==> src/rtl/r2sdf_pkg.sv <==
// Shared types and fixed-point helpers for the R2SDF FFT stage and its twiddle table.
package r2sdf_pkg;

  localparam int unsigned AccW = 64;

  typedef logic signed [AccW-1:0] acc_t;

  // Full-precision complex value; stage data of any width W <= AccW is narrowed from this.
  typedef struct packed {
    acc_t re;
    acc_t im;
  } cplx_acc_t;

  // Largest positive Q1.(tw-1) value, used as the twiddle unit magnitude.
  function automatic int tw_scale(input int unsigned tw);
    return (1 << (tw - 1)) - 1;
  endfunction

  function automatic acc_t sat(input acc_t x, input int unsigned w);
    acc_t hi;
    acc_t lo;
    hi = (acc_t'(1) <<< (w - 1)) - acc_t'(1);
    lo = -(acc_t'(1) <<< (w - 1));
    if (x > hi) return hi;
    if (x < lo) return lo;
    return x;
  endfunction

  // Round half-up at bit sh-1, then arithmetic shift right by sh.
  function automatic acc_t round_shift(input acc_t x, input int unsigned sh);
    if (sh == 0) return x;
    return (x + (acc_t'(1) <<< (sh - 1))) >>> sh;
  endfunction

endpackage

==> src/rtl/r2sdf_twiddle_rom.sv <==
// Combinational twiddle table W_2D^k = cos(pi*k/D) - j*sin(pi*k/D) in Q1.(TW-1),
// generated at elaboration with round-to-nearest.
module r2sdf_twiddle_rom
  import r2sdf_pkg::*;
#(
  parameter int unsigned D  = 4,
  parameter int unsigned KW = 2,
  parameter int unsigned TW = 16
) (
  input  logic [KW-1:0]        k,
  output logic signed [TW-1:0] w_re,
  output logic signed [TW-1:0] w_im
);

  localparam int unsigned Depth = 1 << KW;
  localparam real Pi = 3.14159265358979323846;

  function automatic int round_real(input real x);
    if (x >= 0.0) return $rtoi(x + 0.5);
    return -$rtoi(0.5 - x);
  endfunction

  logic signed [TW-1:0] rom_re [Depth];
  logic signed [TW-1:0] rom_im [Depth];

  for (genvar i = 0; i < Depth; i++) begin : g_entry
    if (i == 0) begin : g_unit
      assign rom_re[i] = TW'(tw_scale(TW));
      assign rom_im[i] = '0;
    end else begin : g_rot
      localparam real Ang  = Pi * real'(i) / real'(D);
      localparam int  CosV = round_real($cos(Ang) * real'(tw_scale(TW)));
      localparam int  SinV = round_real($sin(Ang) * real'(tw_scale(TW)));
      assign rom_re[i] = TW'(CosV);
      assign rom_im[i] = TW'(-SinV);
    end
  end

  assign w_re = rom_re[k];
  assign w_im = rom_im[k];

endmodule

==> src/rtl/r2sdf_stage_fx.sv <==
// Fixed-point radix-2 SDF decimation-in-frequency butterfly stage with twiddle multiply.
// Define R2SDF_SCALE_EN for a 1/2 gain per stage; otherwise sums/differences saturate.
module r2sdf_stage_fx
  import r2sdf_pkg::*;
#(
  parameter int unsigned N  = 3,
  parameter int unsigned S  = 1,
  parameter int unsigned W  = 16,
  parameter int unsigned TW = 16
) (
  input  logic                clk,
  input  logic                rst_n,
  input  logic                in_valid,
  input  logic                in_sof,
  input  logic signed [W-1:0] in_re,
  input  logic signed [W-1:0] in_im,
  output logic                out_valid,
  output logic                out_sof,
  output logic signed [W-1:0] out_re,
  output logic signed [W-1:0] out_im
);

  localparam int unsigned D  = 1 << (N - S);
  localparam int unsigned PW = N - S + 1;
  localparam int unsigned KW = (N > S) ? N - S : 1;

  typedef struct packed {
    logic signed [W-1:0] re;
    logic signed [W-1:0] im;
  } cplx_t;

  // Narrow a W+1-bit butterfly result back to W bits.
  function automatic logic signed [W-1:0] reduce(input logic signed [W:0] x);
`ifdef R2SDF_SCALE_EN
    return x[W:1];
`else
    return W'(sat(acc_t'(x), W));
`endif
  endfunction

  logic [PW-1:0]        pos_q, pos_d, pos_eff;
  logic                 primed_q, primed_d, primed_eff;
  logic                 half, fire;
  logic [KW-1:0]        k;
  cplx_t                dl_q [D];
  cplx_t                dl_new;
  logic signed [W-1:0]  dl_re, dl_im;
  logic signed [W-1:0]  sum_re, sum_im, diff_re, diff_im;
  logic signed [W-1:0]  rot_re, rot_im, res_re, res_im;
  logic signed [TW-1:0] tw_re, tw_im;
  logic signed [W+TW:0] a_re, a_im, b_re, b_im, p_re, p_im;
  cplx_acc_t            prod;

  assign dl_re = dl_q[D-1].re;
  assign dl_im = dl_q[D-1].im;

  // A start-of-frame marker forces position 0; arriving mid-frame it also restarts priming.
  always_comb begin
    pos_eff    = in_sof ? '0 : pos_q;
    primed_eff = (in_sof && (pos_q != '0)) ? 1'b0 : primed_q;
    half       = pos_eff[PW-1];
    k          = KW'(pos_eff & PW'(D - 1));
    fire       = in_valid && (half || primed_eff);
    pos_d      = in_valid ? pos_eff + PW'(1) : pos_q;
    primed_d   = in_valid ? (primed_eff || (pos_eff == PW'(D - 1))) : primed_q;
  end

  r2sdf_twiddle_rom #(
    .D (D),
    .KW(KW),
    .TW(TW)
  ) u_rom (
    .k   (k),
    .w_re(tw_re),
    .w_im(tw_im)
  );

  always_comb begin
    sum_re  = reduce({dl_re[W-1], dl_re} + {in_re[W-1], in_re});
    sum_im  = reduce({dl_im[W-1], dl_im} + {in_im[W-1], in_im});
    diff_re = reduce({dl_re[W-1], dl_re} - {in_re[W-1], in_re});
    diff_im = reduce({dl_im[W-1], dl_im} - {in_im[W-1], in_im});

    a_re    = {{(TW+1){dl_re[W-1]}}, dl_re};
    a_im    = {{(TW+1){dl_im[W-1]}}, dl_im};
    b_re    = {{(W+1){tw_re[TW-1]}}, tw_re};
    b_im    = {{(W+1){tw_im[TW-1]}}, tw_im};
    p_re    = a_re * b_re - a_im * b_im;
    p_im    = a_re * b_im + a_im * b_re;
    prod.re = acc_t'(p_re);
    prod.im = acc_t'(p_im);
    rot_re  = W'(sat(round_shift(prod.re, TW - 1), W));
    rot_im  = W'(sat(round_shift(prod.im, TW - 1), W));

    if (half) begin
      res_re = sum_re;
      res_im = sum_im;
    end else if (k == '0) begin
      // Unit twiddle: exact pass-through, no rounding through the multiplier.
      res_re = dl_re;
      res_im = dl_im;
    end else begin
      res_re = rot_re;
      res_im = rot_im;
    end

    dl_new.re = half ? diff_re : in_re;
    dl_new.im = half ? diff_im : in_im;
  end

  always_ff @(posedge clk or negedge rst_n) begin
    if (!rst_n) begin
      pos_q     <= '0;
      primed_q  <= 1'b0;
      out_valid <= 1'b0;
      out_sof   <= 1'b0;
      out_re    <= '0;
      out_im    <= '0;
    end else begin
      pos_q     <= pos_d;
      primed_q  <= primed_d;
      out_valid <= fire;
      out_sof   <= fire && half && (k == '0);
      if (fire) begin
        out_re <= res_re;
        out_im <= res_im;
      end
    end
  end

  // Delay-line contents need no reset; priming masks them until rewritten.
  always_ff @(posedge clk) begin
    if (in_valid) begin
      dl_q[0] <= dl_new;
      for (int i = 1; i < D; i++) begin
        dl_q[i] <= dl_q[i-1];
      end
    end
  end

endmodule

==> config.mk <==
export PLATFORM = sky130hd
export DESIGN_NAME = r2sdf_stage_fx
export DESIGN_NICKNAME = d
export VERILOG_FILES = /design/src/rtl/r2sdf_pkg.sv /design/src/rtl/r2sdf_twiddle_rom.sv /design/src/rtl/r2sdf_stage_fx.sv
export SDC_FILE = /design/constraint.sdc
export NUM_CORES = 2
export LEC_CHECK = 0
export CORE_MARGIN = 2
export CORE_UTILIZATION = 30
export DETAILED_ROUTE_END_ITERATION = 8
export GPL_TIMING_DRIVEN = 0
export PLACE_DENSITY = 0.44
export RECOVER_POWER = 25
export SYNTH_ARGS = -nofsm -noshare
export SYNTH_HDL_FRONTEND = slang
export SYNTH_SLANG_ARGS = --single-unit
==> constraint.sdc <==
create_clock -name clk -period 12.5 [get_ports clk]
set_clock_uncertainty 0.05 [all_clocks]
set_input_delay 1.875 -clock clk [delete_from_list [all_inputs] [get_ports clk]]
set_output_delay 1.875 -clock clk [all_outputs]
set_load 0.05 [all_outputs]
# == Word level (Yosys, flattened, before mapping) ==
# Memory sizes are Yosys's and may differ from the RTL's.
# Index checks and enable logic that the tools add are counted.
# word_totals
regBits,38
ram_bits,128
output_inout_bits,34
wordCells,101
mem_count,1
# op_classes
addsub,9
n_mul,4
n_lt_le_gt_ge,13
eq_ne,1
mux,58
bitwise_logic,1
n_reduce_logical,8
# memory_table
name,words,word_bits,read_ports,rd_clocked_by_memory_dff,write_ports,line_no,text
dl_q,4,32,4,0,4,r2sdf_stage_fx.sv:45,cplx_t dl_q [D];
# ops
cell,n
2-to-1 mux 16 bit,34
multiplier 16 x 16 -> 32 bit,4
adder 33 x 16 -> 34 bit (second input constant),2
greater-than comparator 17 x 16 -> 1 bit (second input constant),4
less-than comparator 17 x 16 -> 1 bit (second input constant),4
binary-select mux 16 bit (select 2 bit),2
greater-than comparator 19 x 16 -> 1 bit (second input constant),2
less-than comparator 19 x 16 -> 1 bit (second input constant),2
adder 16 x 16 -> 17 bit,2
subtractor 16 x 16 -> 17 bit,2
adder 32 x 32 -> 33 bit,1
subtractor 32 x 32 -> 33 bit,1
2-to-1 mux 1 bit,21
logical AND 1 bit,4
adder 3 x 1 -> 3 bit (second input constant),1
== test 3 x 2 -> 1 bit (second input constant),1
>= comparator 3 bit (second input constant),1
2-to-1 mux 3 bit,1
NOT 2 -> 3 bit,1
nonzero test 3 bit,1
logical NOT 2 bit,1
logical OR 1 bit,2

# == Depth between registers and ports, before layout ==
# logic_depth
ltp_word,15
depth_mapped,38

# == Modules after synthesis ==
# From an unflattened synthesis, not the netlist that was laid out.
# hier_totals
hier_cells,5298
area_unflattened_um2,50574.8
# by_module_without_submodules
module,n_inst,cells_each,area_per_inst_um2,seq_area_each_um2
r2sdf_stage_fx,1,5262,50302.0,4794.6
r2sdf_twiddle_rom,1,36,272.8,0.0

# == Worst setup path after synthesis ==
# OpenSTA, ideal clock, no wires.
# synth_timing
path_kind,input to register
from,in in_sof
to,reg out_im[10]
setup_time_ns,0.122
arrival_ns,10.551
t_required_ns,12.328
path_slack_ns,1.777
stages,32
path_buffers,6
cell_sequence,and2b_1 -> buf_2 -> buf_1 -> ha_1 -> clkbuf_2 -> clkbuf_1 -> clkbuf_1 -> nand2b_1 -> fa_1 -> fa_1 -> inv_1 -> fa_1 -> fa_1 -> fa_1 -> fa_1 -> fa_1 -> inv_1 -> fa_1 -> inv_1 -> ha_1 -> nand2_1 -> o21a_1 -> a31oi_2 -> nand4_1 -> o21ai_2 -> a31oi_1 -> o2111a_1 -> a311oi_4 -> a32oi_2 -> buf_6 -> a211oi_2 -> nor2_1
# synth_via
elab_chain_cells,15
# synth_lines
item,line_no,text
"start, declared",r2sdf_stage_fx.sv:14,"input logic in_sof,"
2-to-1 mux 3 bit,r2sdf_stage_fx.sv:59,pos_eff = in_sof ? '0 : pos_q;
NOT 2 -> 3 bit (not written as such),"r2sdf_twiddle_rom.sv:39, r2sdf_twiddle_rom.sv:40",
"binary-select mux 16 bit (select 2 bit), on equally long branches","r2sdf_twiddle_rom.sv:40, r2sdf_twiddle_rom.sv:39",
"2-to-1 mux 16 bit, on equally long branches (2 in series)","r2sdf_twiddle_rom.sv:40, r2sdf_twiddle_rom.sv:39",
multiplier 16 x 16 -> 32 bit,r2sdf_stage_fx.sv:89,p_im = a_re * b_im + a_im * b_re;
adder 32 x 32 -> 33 bit,r2sdf_stage_fx.sv:89,
adder 33 x 16 -> 34 bit,r2sdf_pkg.sv:32,return (x + (acc_t'(1) <<< (sh - 1))) >>> sh;
less-than comparator 19 x 16 -> 1 bit,r2sdf_pkg.sv:25,if (x < lo) return lo;
2-to-1 mux 1 bit (2 in series),r2sdf_pkg.sv:25,
2-to-1 mux 16 bit,r2sdf_pkg.sv:26,return x;
2-to-1 mux 16 bit,r2sdf_pkg.sv:25,
2-to-1 mux 16 bit,r2sdf_stage_fx.sv:98,end else if (k == '0) begin
2-to-1 mux 16 bit,r2sdf_stage_fx.sv:95,if (half) begin
"end signal, assigned",r2sdf_stage_fx.sv:126,out_im <= res_im;
"end, declared",r2sdf_stage_fx.sv:20,output logic signed [W-1:0] out_im
# Several ways; a longest one is shown, not always the timed one. The select of a mux whose other input is x is not followed.
# A chain may end at the register's enable or synchronous reset.

# == Worst setup path in the final report ==
# layout_timing
from,in in_sof
to,reg out_re[0]
# layout_via
elab_chain_cells,15
# layout_lines
item,line_no,text
2-to-1 mux 3 bit,r2sdf_stage_fx.sv:59,
NOT 2 -> 3 bit (not written as such),"r2sdf_twiddle_rom.sv:39, r2sdf_twiddle_rom.sv:40",
"binary-select mux 16 bit (select 2 bit), on equally long branches","r2sdf_twiddle_rom.sv:39, r2sdf_twiddle_rom.sv:40",
"2-to-1 mux 16 bit, on equally long branches (2 in series)","r2sdf_twiddle_rom.sv:39, r2sdf_twiddle_rom.sv:40",
multiplier 16 x 16 -> 32 bit,r2sdf_stage_fx.sv:88,p_re = a_re * b_re - a_im * b_im;
subtractor 32 x 32 -> 33 bit,r2sdf_stage_fx.sv:88,
adder 33 x 16 -> 34 bit,r2sdf_pkg.sv:32,
less-than comparator 19 x 16 -> 1 bit,r2sdf_pkg.sv:25,
2-to-1 mux 1 bit (2 in series),r2sdf_pkg.sv:25,
2-to-1 mux 16 bit,r2sdf_pkg.sv:26,
2-to-1 mux 16 bit,r2sdf_pkg.sv:25,
2-to-1 mux 16 bit,r2sdf_stage_fx.sv:98,
2-to-1 mux 16 bit,r2sdf_stage_fx.sv:95,
"end signal, assigned",r2sdf_stage_fx.sv:125,out_re <= res_re;
"end, declared",r2sdf_stage_fx.sv:19,"output logic signed [W-1:0] out_re,"
# Several ways; a longest one is shown, not always the timed one. The select of a mux whose other input is x is not followed.

==> run_results.csv <==
group,metric,value,unit
global_route,overflow,0,
detailed_routing,post_drt_wl_per_cell,19.8,um
job,max-cap-violations,0,
critical_path,reg2reg_depth,35,
global_route,gr-max-usage-layer,"met2",
clock_tree,htreeDepth,4,
logic_synthesis,synth_top_area_cell,"fa_1",
floorplanning,dieArea,0.142,mm^2
logic_synthesis,ys.flop_type,"edfxtp_1",
logic_synthesis,async_flop_share,22.9,%
critical_path,required,12.78,ns
logic_synthesis,ys_ff_latch,166,
timing,setup_slack,0.365,ns
detailed_routing,ant_nets,0,
clock_tree,clkSlewWorstSetupHoldPaths,0.08,ns
min_path,hold_depth,0,
clock_tree,root_buffer,"clkbuf_16",
critical_path,endpoint_kind,"register",
logic_synthesis,synthCells,4154,
global_route,gr-usage-met3,2.66,%
critical_path,slowest_stage,"clkdlybuf4s50_1",
clock_tree,cts_made_buffers,17,
clock_tree,insertion_delay,0.47,ns
logic_synthesis,syn-num-nets,5599,
critical_path,path_class,"in -> reg",
logic_synthesis,synth_warnings,0,
placed_design,dp_cells,6019,
timing,worstMarginPinSlew,1.28,ns
logic_synthesis,synth_area_leaders,"fa_1 (43%), ha_1 (15%), inv_1 (12%), edfxtp_1 (9.2%), dfrtp_1 (2.3%)",
timing,min_period,12.14,ns
placed_design,placed_cell_area,0.0448,mm^2
placed_design,globalplace.congestion,0.847,
status,status,"finished, final reports clean",
critical_path,cpPeakStageDelay,0.61,ns
global_route,use_met2,29.9,%
detailed_routing,num_vias,27300,
logic_synthesis,syn_area,0.0418,mm^2
floorplanning,core,0.138,mm^2
clock_tree,cts.sinks,166,
timing,finalSetupViolCount,0,
timing,hold_violations,0,
final_layout,final_cells,6056,
final_layout,fin_util,33.0,%
final_layout,syn_to_final_growth,8.84,%
detailed_routing,first_pass_iters,5,
floorplanning,core.rowCount,136,
logic_synthesis,synth-edff-count,128,
logic_synthesis,synth_top_area_share,42.9,%
detailed_routing,drc,0,
critical_path,startpoint_type,"input port",
floorplanning,die_h,377,um
logic_synthesis,avgSynthCellArea,10.1,um^2
detailed_routing,drtIter0Drc,1386,
detailed_routing,drt-total-wl,120000,um
final_layout,drive_gt1_share,3.31,%
clock_tree,hold_buffers,0,
timing,drv_slew,0,
critical_path,critical_path_arrival,12.42,ns
min_path,hp-class,"reg -> reg",
global_route,antenna_found_initial,7,
critical_path,path_max_fanout,11,
global_route,grt_start_max_net_pins,96,
global_route,grt_pass1_vias,29500,
final_layout,fillerInstances,14400,
floorplanning,die_w,377,um
final_layout,nets,5691,
timing,max_freq,82.4,MHz
timing,finalCritPeriodShare,97.1,%
logic_synthesis,ys_seq_area_share,11.5,%
global_route,met1_usage,24.7,%
critical_path,cp_common_cell,"fa_1",
placed_design,hpwl,105000,um
global_route,track_usage,17.7,%
floorplanning,ios,70,
floorplanning,start_util,30.3,%
final_layout,final_area,0.0455,mm^2
timing,slew_headroom,14.4,%
global_route,grt_pass1_wl,186000,um
placed_design,port_buffers,69,
detailed_routing,vias_per_cell,4.51,
logic_synthesis,yosysUniqueCellTypes,93,
clock_tree,cts_max_path_buffers,2,
clock_tree,cts_tree,"yes",
placed_design,pre_cts_ws,-2.31,ns
[cell usage in the layout, fill, tap and decap left out, types with 6 or more instances in the layout]
cell             Yosys  final
fa_1               896    896
buf_2                6      7
nor2_1             150    147
o21ai_0             93     93
clkbuf_1            85     71
a21oi_1             95     94
o21a_1              22     22
o221a_2             12     12
clkbuf_2             1      9
clkdlybuf4s50_1      0     67
nand2_1            160    160
a211oi_1            13     13
a211o_1              7      7
inv_1             1291   1290
clkbuf_16            0     17
edfxtp_1           128    128
and2_1              54     54
nand2b_1            75     65
nor2b_1             52     51
nor3_1              27     27
maj3_1              13     13
xor2_1              42     42
or3_1                6      6
ha_1               513    513
nand2b_2             0      9
and3_1              13     13
a211oi_2            10     10
nand3_1             27     27
dfrtp_1             38     38
a21o_1              37     37
o21bai_1             9      9
o211ai_1            15     15
xnor2_1            101    101
a31oi_1             18     18
o21ai_1             10     10
a22oi_1              6      6
o22ai_1             18     18
[kinds of logic (layout without fill, tap and decap cells)]
| logic type | after synthesis | count (layout) | synth area share (%) |
|---|---|---|---|
| adders and majority gates | 1422 | 1422 | 58.6 |
| buffers and inverters | 1395 | 1500 | 12.6 |
| and+or+nand+nor | 592 | 592 | 6.94 |
| AOI/OAI and AO/OA | 427 | 427 | 7.11 |
| DFF | 166 | 166 | 11.5 |
| xor gates and xnor gates | 145 | 145 | 3.08 |
| muxes | 7 | 7 | 0.177 |
| other | 0 | 3 | 0 |
[cell usage after synthesis (54+ instances only)]
library cell  instances
a21oi_1              95
and2_1               54
clkbuf_1             85
edfxtp_1            128
fa_1                896
ha_1                513
inv_1              1291
nand2_1             160
nand2b_1             75
nor2_1              150
o21ai_0              93
xnor2_1             101
[sequential cells by signal (all words and copies together), names as in the netlist]
name	count
primed_q	1
out_sof	1
out_im	16
out_valid	1
out_re	16
pos_q	3
dl_q	128
[timing repair]
item / CTS / global route
gates cloned: 0 / 0
setup buffers: 0 / 4
resized for setup: 13 / 36
setup endpoints to repair: 32 / 32
pin swaps: 0 / 2
[area by class of cell]
| cell class | count | area, um^2 | share of cell area (%) |
|---|---|---|---|
| Multi-Input combinational cell | 2593 | 31800 | 69.9 |
| Inverter | 1295 | 4870 | 10.7 |
| Sequential cell | 166 | 4790 | 10.5 |
| Tap cell | 1794 | 2240 | 4.94 |
| Timing Repair Buffer | 76 | 797 | 1.75 |
| Buffer | 97 | 428 | 0.941 |
| Clock buffer | 17 | 425 | 0.935 |
| Clock inverter | 15 | 139 | 0.305 |
| Antenna cell | 3 | 7.51 | 0.0165 |
[worst max-delay path: cells and delay by family]
kind / cells / cell delay (ns)
and+or+nand+nor: 4 / 0.99
adders and majority gates: 10 / 4.51
buffers and inverters: 12 / 2.94
xor gates and xnor gates: 1 / 0.33
AOI/OAI and AO/OA: 8 / 1.71
[per-layer routing]
| layer | wire length [um] | vias to the layer above |
|---|---|---|
| li1 | - | 12700 |
| met1 | 54800 | 14100 |
| met2 | 58400 | 441 |
| met3 | 5860 | 45 |
| met4 | 813 | 2 |
| met5 | 13 | - |
[worst paths after layout]
check / startpoint / slack [ns] / end
min: dl_q[2][29]$_DFFE_PP_ / 0.36 / dl_q[3][29]$_DFFE_PP_
min reg2reg: dl_q[2][29]$_DFFE_PP_ / 0.36 / dl_q[3][29]$_DFFE_PP_
max reg2reg: pos_q[1]$_DFFE_PN0P_ / 1.98 / out_re[0]$_DFFE_PN0P_
max in group asynchronous: rst_n / 10.67 / out_re[2]$_DFFE_PN0P_
max: in_sof / 0.36 / out_re[0]$_DFFE_PN0P_
min in group asynchronous: rst_n / 1.22 / out_im[5]$_DFFE_PN0P_
[metrics by stage]
step / setup TNS, ns / hold WS, ns
after detailed placement: -63.29 / 0.355
after CTS: 0 / 0.366
after floorplan: 0 / 0.350
after global placement: -63.79 / 0.350
final: 0 / 0.363
after global routing: -0.00403 / 0.378
Power is not shown: default switching activity piles up to over one toggle a cycle in this logic, so the estimate is an artifact.
